[src/rtl/tx_timer_multi.sv]
// tx_timer_multi
// Programmable timeout generator for the C-PHY master TX path. A bank of
// runtime-writable seed registers holds the timeout lengths. The TX lane FSM
// raises TimerEn, selects a seed and a mode, and waits for Timeout.
//
// Ports
//   clk        in   1       rising-edge clock
//   RstN       in   1       asynchronous active-low reset
//   TimerEn    in   1       high = run, low = stop and clear
//   TimerSeed  in   SEED_W  seed index, sampled only at start
//   TimerMode  in   1       sampled only at start: 0 = one-shot sticky, 1 = periodic pulse
//   CfgWe      in   1       seed register write strobe
//   CfgIdx     in   SEED_W  seed register index to write
//   CfgData    in   CNT_W   seed value to write
//   Timeout    out  1       registered timeout indication
//   Busy       out  1       registered, high while counting
//   Elapsed    out  CNT_W   registered current count

// Seed register file. Writes to an index beyond the bank are dropped. A read
// of an index beyond the bank returns entry 0.
module tx_timer_seed_bank #(
  parameter int NUM_SEEDS = 4,
  parameter int CNT_W     = 16,
  parameter int SEED_W    = $clog2(NUM_SEEDS),
  parameter logic [NUM_SEEDS*CNT_W-1:0] DEF_SEEDS = {16'd99, 16'd49, 16'd29, 16'd14}
) (
  input  logic              clk,
  input  logic              RstN,
  input  logic              CfgWe,
  input  logic [SEED_W-1:0] CfgIdx,
  input  logic [CNT_W-1:0]  CfgData,
  input  logic [SEED_W-1:0] RdIdx,
  output logic [CNT_W-1:0]  RdData
);

  localparam logic [SEED_W:0] NUM_SEEDS_L = (SEED_W+1)'(NUM_SEEDS);

  logic [CNT_W-1:0]  seed_q [NUM_SEEDS];
  logic              wr_ok;
  logic              rd_ok;
  logic [SEED_W-1:0] rd_sel;

  assign wr_ok  = ({1'b0, CfgIdx} < NUM_SEEDS_L);
  assign rd_ok  = ({1'b0, RdIdx} < NUM_SEEDS_L);
  assign rd_sel = rd_ok ? RdIdx : '0;
  assign RdData = seed_q[rd_sel];

  always_ff @(posedge clk or negedge RstN) begin
    if (!RstN) begin
      for (int i = 0; i < NUM_SEEDS; i++) begin
        seed_q[i] <= DEF_SEEDS[i*CNT_W +: CNT_W];
      end
    end else if (CfgWe && wr_ok) begin
      seed_q[CfgIdx] <= CfgData;
    end
  end

endmodule

// State table
//   state       | meaning
//   ST_IDLE     | stopped, all outputs low, waiting for TimerEn
//   ST_RUN      | counting 1..Tlat, periodic runs wrap back to 1
//   ST_EXPIRED  | one-shot reached Tlat, Timeout held until TimerEn drops
module tx_timer_multi #(
  parameter int NUM_SEEDS = 4,
  parameter int CNT_W     = 16,
  parameter int SEED_W    = $clog2(NUM_SEEDS),
  parameter logic [NUM_SEEDS*CNT_W-1:0] DEF_SEEDS = {16'd99, 16'd49, 16'd29, 16'd14}
) (
  input  logic              clk,
  input  logic              RstN,
  input  logic              TimerEn,
  input  logic [SEED_W-1:0] TimerSeed,
  input  logic              TimerMode,
  input  logic              CfgWe,
  input  logic [SEED_W-1:0] CfgIdx,
  input  logic [CNT_W-1:0]  CfgData,
  output logic              Timeout,
  output logic              Busy,
  output logic [CNT_W-1:0]  Elapsed
);

  typedef enum logic [1:0] {
    ST_IDLE    = 2'd0,
    ST_RUN     = 2'd1,
    ST_EXPIRED = 2'd2
  } state_t;

  localparam logic [CNT_W-1:0] ONE = CNT_W'(1);

  state_t           state_q;
  logic [CNT_W-1:0] tlat_q;
  logic             mode_q;
  logic [CNT_W-1:0] cnt_q;
  logic             timeout_q;
  logic             busy_q;

  logic [CNT_W-1:0] seed_rd;
  logic [CNT_W-1:0] tlat_start;
  logic             start_tc;
  logic [CNT_W-1:0] cnt_next;
  logic             run_tc;

  tx_timer_seed_bank #(
    .NUM_SEEDS (NUM_SEEDS),
    .CNT_W     (CNT_W),
    .SEED_W    (SEED_W),
    .DEF_SEEDS (DEF_SEEDS)
  ) u_seed_bank (
    .clk     (clk),
    .RstN    (RstN),
    .CfgWe   (CfgWe),
    .CfgIdx  (CfgIdx),
    .CfgData (CfgData),
    .RdIdx   (TimerSeed),
    .RdData  (seed_rd)
  );

  // A zero seed is treated as 1 so the counter always has a terminal count.
  // The bank register is read before any same-edge write lands, so a start
  // coinciding with a write to its own seed uses the old value.
  assign tlat_start = (seed_rd == '0) ? ONE : seed_rd;
  assign start_tc   = (tlat_start == ONE);

  // The count never passes tlat_q, so cnt_q + 1 cannot wrap.
  assign cnt_next = (cnt_q == tlat_q) ? ONE : (cnt_q + ONE);
  assign run_tc   = (cnt_next == tlat_q);

  always_ff @(posedge clk or negedge RstN) begin
    if (!RstN) begin
      state_q   <= ST_IDLE;
      tlat_q    <= ONE;
      mode_q    <= 1'b0;
      cnt_q     <= '0;
      timeout_q <= 1'b0;
      busy_q    <= 1'b0;
    end else if (!TimerEn) begin
      state_q   <= ST_IDLE;
      cnt_q     <= '0;
      timeout_q <= 1'b0;
      busy_q    <= 1'b0;
    end else begin
      case (state_q)
        ST_IDLE: begin
          tlat_q    <= tlat_start;
          mode_q    <= TimerMode;
          cnt_q     <= ONE;
          timeout_q <= start_tc;
          if (start_tc && !TimerMode) begin
            state_q <= ST_EXPIRED;
            busy_q  <= 1'b0;
          end else begin
            state_q <= ST_RUN;
            busy_q  <= 1'b1;
          end
        end

        ST_RUN: begin
          cnt_q     <= cnt_next;
          timeout_q <= run_tc;
          if (!mode_q && run_tc) begin
            state_q <= ST_EXPIRED;
            busy_q  <= 1'b0;
          end
        end

        ST_EXPIRED: begin
          cnt_q     <= tlat_q;
          timeout_q <= 1'b1;
          busy_q    <= 1'b0;
        end

        default: begin
          state_q   <= ST_IDLE;
          cnt_q     <= '0;
          timeout_q <= 1'b0;
          busy_q    <= 1'b0;
        end
      endcase
    end
  end

  assign Timeout = timeout_q;
  assign Busy    = busy_q;
  assign Elapsed = cnt_q;

endmodule

[config.mk]
export PLATFORM = sky130hd
export DESIGN_NAME = tx_timer_multi
export DESIGN_NICKNAME = d
export VERILOG_FILES = /design/src/rtl/tx_timer_multi.sv
export SDC_FILE = /design/constraint.sdc
export NUM_CORES = 1
export LEC_CHECK = 0
export CORE_ASPECT_RATIO = 1.1
export CORE_MARGIN = 1
export CORE_UTILIZATION = 58
export DETAILED_ROUTE_END_ITERATION = 10
export PLACE_DENSITY_LB_ADDON = 0.3
export RECOVER_POWER = 25
export SLEW_MARGIN = 20
export SYNTH_ARGS = -nofsm -noshare
export SYNTH_HDL_FRONTEND = slang
export SYNTH_HIERARCHICAL = 1
export SYNTH_SLANG_ARGS = --single-unit
[constraint.sdc]
create_clock -name clk -period 3.05 [get_ports clk]
set_input_delay 0.4575 -clock clk [delete_from_list [all_inputs] [get_ports clk]]
set_output_delay 0.4575 -clock clk [all_outputs]
set_load 0.02 [all_outputs]
==> impl_metrics.py, run 1 <==
metrics = {
    "run_status": {
        "status": "finished, final reports clean",
    },
    "grt": {
        "grt_pass1_wl_microns": 18510,
        "grt_pass1_vias": 3713,
        "grt_max_degree": 52,
        "grt_overflow": 0,
        "grtUsageTotal": 0.2571,
        "antenna_found_initial": 0,
    },
    "drt": {
        "drt-wirelength-per-cell_microns": 19.07,
        "drt_iter0_markers": 204,
        "drt-total-wl_microns": 11120,
        "drc": 0,
        "viasPerCell": 6.149,
        "drt_first_pass_iters": 4,
        "vias": 3585,
        "antenna_left": 0,
    },
    "pwr": {
        "swShare": 0.3110,
        "pwr-share-seq": 0.530,
        "power_density_nw_per_um2": 576.8,
        "p_int_w": 0.002405,
        "peakVddDrop_v": 0.0003171,
        "combPwrFrac": 0.239,
        "leakagePower_nw": 2.471,
        "power_switching_w": 0.001085,
        "p_clk_frac": 0.232,
    },
    "logic_synthesis": {
        "ys_top_cells_by_count": "dfrtp_1 (86), mux2_2 (70), xor2_1 (24), nor2_1 (22)",
        "synth_edf_count": 0,
        "synth.area.top_cells": "dfrtp_1 (40%), mux2_2 (15%), dfstp_2 (7.4%)",
        "ys_seq_elements": 101,
        "yosysWarnings": 6,
        "synth_area_leader_cell": "dfrtp_1",
        "ys.flop_type": "dfrtp_1",
        "synth_top_area_frac": 0.4047,
        "synth_area_sq_um": 5318,
        "synthCells": 420,
        "yosysMostFrequentCell": "dfrtp_1",
        "ys_types": 57,
        "syn_nets": 446,
        "async_flop_share": 1.000,
        "synth.yosys.seq_area_share": 0.4788,
        "avgSynthCellArea_sq_um": 12.66,
    },
    "sta": {
        "fin_crit_sh": 0.9445,
        "setup_viol": 0,
        "tightest_slew_ps": 1306,
        "hold_viol": 0,
        "tns_ps": 0,
        "rsz0062_at_grt": "no",
        "maxSlewHeadroom": 0.1291,
        "fmax_ghz": 0.3471,
        "final_max_slew_viol_count": 0,
        "finalWorstPathRequiredPeriod_ps": 2881,
        "finClkSkew_ps": 18.95,
    },
    "die": {
        "ioPinCount": 43,
        "die_w_microns": 93.30,
        "initial_utilization": 0.5993,
        "die_area_sq_um": 9556,
        "core_area_sq_um": 8874,
        "fp.dieH_microns": 102.4,
        "rows": 36,
    },
    "placement": {
        "dpl.hpwl_microns": 8061,
        "port_buffers": 42,
        "gp_congestion": 0.8922,
    },
    "clock_network": {
        "root_buffer": "clkbuf_8",
        "cts.reportedPaths.clkPinSlew_ps": 110,
        "clock_sinks": 101,
        "cts_tree": "built",
        "cts_buffer_depth": 2,
        "htreeDepth": 3,
        "cts_buffers": 9,
        "cts_setup_buffers": 0,
        "clk_latency_ps": 360,
        "cts_resized": 0,
        "cts_hold_buf": 0,
    },
    "critical_path": {
        "crit_type": "flip-flop to flip-flop",
        "critPathMaxStageDelay_ps": 520,
        "timing.critical_path.buf_inv": 0,
        "worstPathCellList": "xor2_1 > nor4_1 > nand4_1 > or2_1 > a221o_1 > a311oi_2 > and4b_1 > a31o_1",
        "start_kind": "flip-flop",
        "worst_ep_arrival_time_ps": 3190,
        "cp.depth": 8,
        "crit_required_ps": 3360,
        "worstPathMaxFanout": 9,
        "reg2regPathDepth": 8,
        "crit_path_top_delay_cell": "dfrtp_1",
        "crit_family": "simple AND/OR/NAND/NOR gates",
        "end_kind": "flip-flop",
    },
    "cells_and_area": {
        "drive_gt1_frac": 0.3177,
        "utilization": 0.6819,
        "insertedDiodeCount": 0,
        "nFillCells": 655,
        "nets": 490,
        "syn_to_final_growth_pct": 13.79,
    },
    "hold_path": {
        "worst_hold_path_type": "input pin to asynchronous set/reset pin",
    },
    "run": {
        "drv_cap": 0,
    },
}
-- cell usage in the layout (no fill, tap or decap), types with 4 or more instances in the layout --
master,n
a21oi_1,4
a22o_1,9
a22oi_1,17
and3_1,4
buf_4,14
clkbuf_8,9
clkdlybuf4s50_1,41
dfrtp_1,86
dfstp_2,15
inv_1,6
mux2_2,70
mux4_2,16
nand2_1,15
nand3_1,7
nand4_1,9
nor2_1,22
nor2b_1,17
nor4_1,5
o21ai_0,8
xnor2_1,12
xor2_1,24
-- cells by family after synthesis --
| group | synth area share |
|---|---|
| muxes | 0.2198 |
| and+or+nand+nor | 0.1224 |
| DFF | 0.4788 |
| AOI/OAI and AO/OA | 0.07788 |
| buffers and inverters | 0.03529 |
| adders and majority gates | 0.002353 |
| xor gates and xnor gates | 0.06353 |
-- final timing paths --
path / startpoint / end / slack [ps]
hold reg to reg: u_seed_bank/seed_q[18] / u_seed_bank/seed_q[18] / 510
setup / recovery: Elapsed[8] / state_q[1] / 170
hold / removal: RstN / Elapsed[5] / 370
min in group clk: u_seed_bank/seed_q[18] / u_seed_bank/seed_q[18] / 510
max in group asynchronous: RstN / tlat_q[4] / 850
setup reg to reg: Elapsed[8] / state_q[1] / 170
-- registers in the layout, indices dropped and copies added (netlist names) --
register,count
u_seed_bank/seed_q,64
Elapsed,16
tlat_q,16
state_q,2
Busy,1
Timeout,1
mode_q,1
-- power by group through the flow --
stage	registers, W	logic [W]	clock network (W)
finish	0.00185	0.000833	0.000808
global route	0.00188	0.000909	0.000881
CTS	0.00184	0.000841	0.000832
detailed placement	0.00187	0.000840	0
global placement	0.00186	0.000814	0
floorplan	0.00180	0.000607	0
-- worst register-to-register path, stage by stage (launching register included) --
cell and delay (ps):
dfrtp_1 520, xor2_1 220, nor4_1 310, nand4_1 240
or2_1 410, a221o_1 360, a311oi_2 310, and4b_1 300
a31o_1 160
-- per-layer routing --
metal	global-route usage	up-vias	part of all wire
met2	0.4621	78	0.53
met1	0.3103	1850	0.42
met3	0.04018	16	0.032
met5	0	-	0
met4	0.1053	0	0.020
li1	-	1641	-
-- area by class of cell --
type / instances / area [sq um] / share of cell area
Clock inverter: 7 / 66.31 / 0.01096
Timing Repair Buffer: 59 / 565.5 / 0.09347
Multi-Input combinational cell: 287 / 2584 / 0.4270
Tap cell: 114 / 142.6 / 0.02357
Clock buffer: 9 / 123.9 / 0.02047
Sequential cell: 101 / 2546 / 0.4208
Inverter: 6 / 22.52 / 0.003722
-- per-stage QoR --
step | instance area, sq um | total power (W) | hold slack, ps | setup WS, ps | std cells
floorplan | 5318 | 0.002406 | 161.9 | 484.3 | 420
global placement | 5878 | 0.002671 | 482.5 | 118.5 | 567
detailed placement | 5878 | 0.002710 | 488.8 | 126.1 | 567
CTS | 6068 | 0.003517 | 132.8 | 191.2 | 583
global route | 6051 | 0.003675 | 460.1 | 31.97 | 583
finish | 6051 | 0.003490 | 366.0 | 169.4 | 583
No activity file was read; power rests on OpenSTA's default activity.
==> inputs of run 2 (changes only) <==
--- a/config.mk
+++ b/config.mk
@@ -11,6 +11,7 @@
 export DETAILED_ROUTE_END_ITERATION = 10
 export PLACE_DENSITY_LB_ADDON = 0.3
 export RECOVER_POWER = 25
+export REMOVE_ABC_BUFFERS = 1
 export SLEW_MARGIN = 20
 export SYNTH_ARGS = -nofsm -noshare
 export SYNTH_HDL_FRONTEND = slang
==> impl_metrics.py, run 2 (synthesized netlist as in run 1, its figures left out) <==
metrics = {
    "run_status": {
        "status": "finished with violations",
        "violations": "capacitance limit, slew limit",
    },
    "clock_network": {
        "root_buffer": "clkbuf_8",
        "cts_tree": "built",
        "cts.reportedPaths.clkPinSlew_ps": 100,
        "cts_buffers": 9,
        "clk_latency_ps": 370,
        "cts_buffer_depth": 2,
        "cts_setup_buffers": 0,
        "htreeDepth": 3,
        "clock_sinks": 101,
    },
    "critical_path": {
        "r2r-end": "state_q[1]",
        "end_kind": "flip-flop",
        "start_kind": "flip-flop",
        "timing.rr.start": "Elapsed[0]",
        "reg2reg_slack_ps": 200,
        "worst_ep_arrival_time_ps": 3160,
        "reg2regPathDepth": 9,
        "worstPathMaxFanout": 9,
        "crit_type": "flip-flop to flip-flop",
        "crit_required_ps": 3360,
    },
    "pwr": {
        "peakVddDrop_v": 0.0003168,
        "power_density_nw_per_um2": 574.5,
        "leakagePower_nw": 2.444,
    },
    "die": {
        "initial_utilization": 0.5993,
        "rows": 36,
        "die_area_sq_um": 9556,
        "fp.dieH_microns": 102.4,
        "ioPinCount": 43,
        "core_area_sq_um": 8874,
        "die_w_microns": 93.30,
    },
    "drt": {
        "drt_first_pass_iters": 5,
        "viasPerCell": 6.168,
        "antenna_left": 0,
        "drc": 0,
        "drt-total-wl_microns": 10870,
        "drt_iter0_markers": 201,
        "drt-wirelength-per-cell_microns": 18.83,
        "vias": 3559,
    },
    "sta": {
        "tns_ps": 0,
        "setup_viol": 0,
        "rsz0062_at_grt": "no",
        "maxSlewHeadroom": -0.7788,
        "final_max_slew_viol_count": 49,
        "fmax_ghz": 0.3506,
        "tightest_slew_ps": 2668,
        "finClkSkew_ps": 13.64,
        "hold_viol": 0,
        "fin_crit_sh": 0.9352,
        "finalWorstPathRequiredPeriod_ps": 2852,
    },
    "grt": {
        "grt_max_degree": 54,
        "grtUsageTotal": 0.2519,
        "grt_pass1_vias": 3672,
        "grt_pass1_wl_microns": 18290,
        "grt_overflow": 0,
        "antenna_found_initial": 0,
    },
    "hold_path": {
        "hold_end": "u_seed_bank/seed_q[9]",
        "worstHoldStart": "u_seed_bank/seed_q[9]",
        "hold_depth": 1,
        "worst_hold_path_type": "flip-flop to flip-flop",
    },
    "cells_and_area": {
        "syn_to_final_growth_pct": 13.27,
        "final_common_cell": "dfrtp_1",
        "nets": 484,
        "final_cell_mix": "dfrtp_1 (86), mux2_2 (70), clkdlybuf4s50_1 (41)",
        "insertedDiodeCount": 0,
        "drive_gt1_frac": 0.3089,
        "regMostFlops": "u_seed_bank/seed_q",
        "largest_reg_flops": 64,
        "stdcell_count": 577,
    },
    "placement": {
        "port_buffers": 42,
        "dpl.hpwl_microns": 7745,
        "gp_congestion": 0.9297,
        "dp.cells": 561,
    },
    "run": {
        "drv_cap": 1,
    },
}
[run 2: area by class of cell]
class,count,area [sq um]
clock buffers,10,127.6
well taps,114,142.6
multi-input cells,287,2591
fillers,658,2850
clock inverters,6,58.81
inverters,6,22.52
repair buffers,53,534.3
flip-flops and latches,101,2546
[run 2: power breakdown]
group	internal (W)	switching, W
clock network	0.000311	0.000489
logic	0.000458	0.000348
registers	0.00162	0.000237
total	0.00239	0.00107
[run 2: metrics by stage]
step	util	total power, W	hold WS (ps)	setup WS [ps]	area [sq um]
4_1_cts	0.6784	0.003483	117.7	221.0	6020
3_5_place_dp	0.6574	0.002687	490.9	62.23	5833
3_3_place_gp	0.6574	0.002642	483.0	111.5	5833
6_report	0.6788	0.003460	507.6	197.7	6023
5_1_grt	0.6788	0.003655	529.4	48.89	6023
2_1_floorplan	-	0.002381	161.9	475.8	5152
[run 2: metal layers]
layer | GRT usage | vias up | part of all wire
li1 | - | 1631 | -
met1 | 0.3196 | 1827 | 0.42
met2 | 0.4214 | 83 | 0.51
met3 | 0.04985 | 18 | 0.040
met4 | 0.1136 | 0 | 0.025
met5 | 0 | - | 0
[run 2: worst max path at each step]
stage,from,to,slack [ps],depth (start not counted)
floorplan,Elapsed[0],state_q[1],480,9
global placement,TimerSeed[0],tlat_q[15],110,8
detailed placement,TimerSeed[0],tlat_q[7],60,8
CTS,Elapsed[0],state_q[1],220,8
global route,Elapsed[0],state_q[1],50,9
finish,Elapsed[0],state_q[1],200,9
[run 2: critical path, stage by stage (launching register included)]
cell	delay, ps
dfrtp_1	550
ha_1	320
nand3_4	120
or2_1	310
mux2i_1	210
mux2i_1	110
o41a_1	340
a311oi_2	380
and4b_1	300
a31o_1	150
[run 2: timing repair]
action	in CTS	in global routing
setup endpoints to repair	0	1
resized for setup	0	2
hold buffers	0	0
==> inputs of run 3 (changes only) <==
--- a/config.mk
+++ b/config.mk
@@ -12,7 +12,7 @@
 export PLACE_DENSITY_LB_ADDON = 0.3
 export RECOVER_POWER = 25
 export REMOVE_ABC_BUFFERS = 1
-export SLEW_MARGIN = 20
+export SLEW_MARGIN = 30
 export SYNTH_ARGS = -nofsm -noshare
 export SYNTH_HDL_FRONTEND = slang
 export SYNTH_HIERARCHICAL = 1
==> results of run 3 <==
Same layout as run 2: the final DEF is identical, and so are final timing and power.
